### config.mk
export PLATFORM = sky130hd
export DESIGN_NAME = pipe_sum_window_accum
export DESIGN_NICKNAME = d
export VERILOG_FILES = /design/src/rtl/pipe_sum_window_accum.sv
export SDC_FILE = /design/constraint.sdc
export NUM_CORES = 1
export LEC_CHECK = 0
export ABC_AREA = 1
export CAP_MARGIN = 20
export CORE_ASPECT_RATIO = 1.2
export CORE_MARGIN = 2
export CORE_UTILIZATION = 39
export DETAILED_ROUTE_END_ITERATION = 8
export HOLD_SLACK_MARGIN = 0.02
export PLACE_DENSITY = 0.68
export SYNTH_ARGS = -nofsm -noshare
export SYNTH_HDL_FRONTEND = slang
export SYNTH_SLANG_ARGS = --single-unit
### constraint.sdc
create_clock -name clk -period 3.9 [get_ports clk]
set_input_delay 0.975 -clock clk [delete_from_list [all_inputs] [get_ports clk]]
set_output_delay 0.975 -clock clk [all_outputs]
set_load 0.005 [all_outputs]
### src/rtl/pipe_sum_window_accum.sv
// Windowed accumulator for the pipelined adder output: sums WINDOW accepted samples
// with per-step signed saturation and hands each total off on a valid/ready port.
module pipe_sum_window_accum #(
   parameter int DATA_W = 32,
   parameter int WINDOW = 4,
   parameter int CNT_W  = 16
) (
   input  logic                     clk,
   input  logic                     rst,
   input  logic                     in_valid,
   input  logic signed [DATA_W-1:0] in_data,
   output logic                     in_ready,
   input  logic                     clear,
   output logic                     out_valid,
   output logic signed [DATA_W-1:0] out_data,
   output logic                     out_sat,
   input  logic                     out_ready,
   output logic [CNT_W-1:0]         win_count,
   output logic                     busy
);

   localparam int CW = $clog2(WINDOW + 1);
   localparam logic signed [DATA_W-1:0] SAT_MAX = {1'b0, {(DATA_W-1){1'b1}}};
   localparam logic signed [DATA_W-1:0] SAT_MIN = {1'b1, {(DATA_W-1){1'b0}}};
   localparam logic [CW-1:0] LAST = CW'(WINDOW - 1);

   typedef enum logic {
      ACCUM = 1'b0,
      HOLD  = 1'b1
   } state_t;

   state_t                     state;
   logic signed [DATA_W-1:0]   acc;
   logic [CW-1:0]              cnt;
   logic                       sat;

   logic signed [DATA_W:0]     sum_ext;
   logic signed [DATA_W-1:0]   sum_clamp;
   logic                       ovf;

   // One extra bit holds any two-operand sum; overflow shows as the top two bits differing.
   always_comb begin
      sum_ext   = {acc[DATA_W-1], acc} + {in_data[DATA_W-1], in_data};
      ovf       = sum_ext[DATA_W] ^ sum_ext[DATA_W-1];
      sum_clamp = sum_ext[DATA_W-1:0];
      if (ovf)
         sum_clamp = sum_ext[DATA_W] ? SAT_MIN : SAT_MAX;
   end

   assign in_ready = (state == ACCUM);
   assign busy     = (cnt != '0) || (state == HOLD);

   // NOTE: every register below uses non-blocking assignment so all state updates
   // see the pre-edge values, independent of statement order.
   always_ff @(posedge clk) begin
      if (rst) begin
         state     <= ACCUM;
         acc       <= '0;
         cnt       <= '0;
         sat       <= 1'b0;
         out_valid <= 1'b0;
         out_data  <= '0;
         out_sat   <= 1'b0;
         win_count <= '0;
      end else begin
         case (state)
            ACCUM: begin
               if (clear) begin
                  acc <= '0;
                  cnt <= '0;
                  sat <= 1'b0;
               end else if (in_valid) begin
                  if (cnt == LAST) begin
                     state     <= HOLD;
                     out_valid <= 1'b1;
                     out_data  <= sum_clamp;
                     out_sat   <= sat | ovf;
                     acc       <= '0;
                     cnt       <= '0;
                     sat       <= 1'b0;
                  end else begin
                     acc <= sum_clamp;
                     cnt <= cnt + 1'b1;
                     sat <= sat | ovf;
                  end
               end
            end
            HOLD: begin
               // An abort wins over a simultaneous handoff: the window is never counted.
               if (clear) begin
                  state     <= ACCUM;
                  out_valid <= 1'b0;
               end else if (out_ready) begin
                  state     <= ACCUM;
                  out_valid <= 1'b0;
                  win_count <= win_count + 1'b1;
               end
            end
            default: state <= ACCUM;
         endcase
      end
   end

endmodule

==> flow_summary.yaml <==
run_status:
  status: "complete, no violations"
critical_path:
  r2r_end: "acc[18]$_SDFFE_PP0P_"
  crit_path_max_fanout: 32
  startpoint_type: "input pin"
  r2r_cells: 16
  crit_end: "acc[18]$_SDFFE_PP0P_"
  startpoint: "in_data[0]"
  timing.rr.start: "acc[0]$_SDFFE_PP0P_"
  cp.arrival_ns: 3.55
  cp.required_ns: 4.10
  cp-end-kind: "register"
  ff2ff_setup_slack_ns: 1.30
  critical_path_class: "in -> reg"
clock_tree:
  clk_pin_slew_worst_paths_ns: 0.07
  cts_setup_buffers: 0
  htree_levels: 3
  cts_buffers: 9
  insertion_delay_ns: 0.34
  ctsHoldBuffers: 0
  cts_tree: "built"
  cts-root-buf: "clkbuf_16"
  max-clock-path-buffers: 2
  numClockSinks: 87
  cts_resized: 0
global_route:
  grt_pass1_vias: 5219
  grt_start_max_net_pins: 44
  globalRouteOverflowTotal: 0
  antenna_found_initial: 0
  grt_usage_pct: 20.3
  grt_pass1_wl_mm: 25.3
timing:
  rsz0062_at_grt: "no"
  finalMaxSlewViolations: 0
  finalCritPeriodShare_pct: 85.9
  clock_skew_ns: 0.00800
  period_needed_ns: 3.35
  setup_tns_ns: 0
  max_freq_mhz: 299
  finalHoldViolCount: 0
  finalSetupViolCount: 0
  worst_slew_pin_slew_ns: 0.555
  slew_headroom_pct: 63.0
route:
  vias: 5595
  first_iter_violations: 284
  drcViolationCount: 0
  avgViaCountPerCell: 4.97
  wire_per_inst_um: 13.9
  drt_wl_total_mm: 15.6
  dr.pass1.iters: 5
  ant_nets: 0
synth:
  ys_ff_latch: 87
  yosysSeqAreaShare_pct: 30.5
  yosysWarnings: 0
  syn-num-nets: 938
  synth.cell_area_um2: 5720
  syn_area_per_cell_um2: 6.61
  synth_cell_types: 34
  syn-instance-count: 865
place:
  place_hpwl_mm: 12.2
  port-buffer-count: 88
  gp_congestion: 0.885
die:
  start_util_pct: 39.8
  ios: 89
  core_area_um2: 14400
  dieArea_um2: 15600
  rows: 48
  die_w_um: 115
  die_h_um: 137
finish:
  final_nets: 1019
  antenna_cells: 0
  syn2layout_area_growth_pct: 23.7
  post-route-util_pct: 49.3
  layout-drive-gt1-share_pct: 8.62
pwr:
  leakage_nw: 3.20
  ir_drop_mv: 0.154
  total_power_mw: 2.35
  power_density_nw_per_um2: 332
min_path:
  holdCritPathClass: "reg -> reg"
job:
  cap_violations: 0
-- routing by layer --
layer | GRT usage (%) | vias up | wire [um]
met2 | 34.5 | 132 | 7450
met4 | 6.37 | 0 | 291
met3 | 2.83 | 20 | 603
li1 | - | 2940 | -
met1 | 26.5 | 2503 | 7300
met5 | 0 | - | 0
-- stage by stage --
stage                     area, um2  hold WS (ns)  worst slack (ns)  cells
final                          7070         0.461             0.550   1126
after global placement         6740         0.452             0.258   1109
after detailed placement       6740         0.454             0.232   1109
after global routing           7070         0.491             0.257   1126
after floorplan                5720         0.438              1.01    865
after CTS                      7040         0.462             0.575   1125
-- worst max-delay path, cell delays in order --
cell and delay [ns]:
clkdlybuf4s50_1 0.42, ha_1 0.23, fa_1 0.41, nand3_1 0.09, nand2_1 0.11, nand2_1 0.10, nand2_2 0.08, nand2_1 0.08
nand2_2 0.07, nand2_1 0.09, nand2_1 0.06, nand2_2 0.07, nand2_4 0.08, nand2_4 0.35, nand2_1 0.17, nand3_1 0.10
a21oi_1 0.07
-- Yosys cell counts, drive strengths merged --
library cell / n / area (um2)
xnor2: 13 / 114
clkinv: 1 / 3.75
dfxtp: 87 / 1740
nand2: 272 / 1080
nand3: 36 / 190
and3: 1 / 6.26
ha: 35 / 438
nand4: 2 / 12.5
fa: 1 / 20.0
nor2: 82 / 338
nor3b: 3 / 32.5
nand3b: 6 / 45.0
xor2: 11 / 96.3
o211ai: 1 / 7.51
nor3: 17 / 105
o21bai: 11 / 82.6
inv: 97 / 364
o21ai: 52 / 290
buf: 9 / 77.6
o21a: 2 / 15.0
clkbuf: 19 / 71.3
a21oi: 107 / 581
-- cells by family (layout without fill, tap and decap cells) --
family	after synthesis	after routing	synth area share, %
xor+xnor	24	24	3.68
compound gates	173	173	17.1
flops	87	87	30.5
simple gates	419	419	31.7
buf+inv	126	212	9.04
fa+ha+maj	36	36	8.01
-- final cells by class --
| cell class | count | area [um2] |
|---|---|---|
| multi-input cells | 652 | 3460 |
| clock inverters | 5 | 56.3 |
| inverters | 98 | 368 |
| well taps | 175 | 219 |
| repair buffers | 98 | 983 |
| fillers | 1456 | 7280 |
| clock buffers | 11 | 243 |
| flip-flops and latches | 87 | 1740 |
-- power breakdown --
part	internal (mW)	leakage (nW)	switching [mW]
clock network	0.514	0.146	0.358
logic	0.201	2.35	0.345
registers	0.909	0.704	0.0169
-- sequential cells by signal, summed over array words and instances, names as in the netlist --
| signal | flops |
|---|---|
| acc | 32 |
| out_data | 32 |
| win_count | 16 |
| cnt | 3 |
| out_sat | 1 |
| out_valid | 1 |
| sat | 1 |
| state | 1 |
-- worst min path at each step --
stage / startpoint / end / depth (start not counted)
floorplan: cnt[2]$_SDFFE_PP0P_ / cnt[2]$_SDFFE_PP0P_ / 2
global placement: cnt[2]$_SDFFE_PP0P_ / cnt[2]$_SDFFE_PP0P_ / 2
detailed placement: cnt[2]$_SDFFE_PP0P_ / cnt[2]$_SDFFE_PP0P_ / 2
CTS: cnt[2]$_SDFFE_PP0P_ / cnt[2]$_SDFFE_PP0P_ / 2
global route: cnt[2]$_SDFFE_PP0P_ / cnt[2]$_SDFFE_PP0P_ / 2
finish: cnt[2]$_SDFFE_PP0P_ / cnt[2]$_SDFFE_PP0P_ / 2
-- layout by cell type, fill, tap and decap left out, types with 2 or more instances in the layout --
cell,netlist,final
clkbuf_16,0,9
nand2_4,4,4
nand3_2,2,2
nand2_2,13,13
inv_1,93,93
nor3_1,13,13
nand3_1,34,34
clkinv_2,0,2
o21ai_2,8,8
nor2_4,3,3
a21oi_1,95,95
o21ai_0,44,44
xnor2_1,13,13
inv_2,4,4
clkdlybuf4s50_1,0,87
ha_1,35,35
nor3b_2,2,2
dfxtp_1,87,87
xor2_1,11,11
nor3_2,4,4
nand4_1,2,2
nor2_1,76,75
nor2_2,3,4
nand3b_1,6,6
o21a_1,2,2
a21oi_2,12,12
o21bai_1,11,11
nand2_1,255,255
buf_4,3,8
(Power assumes the default switching activity.)
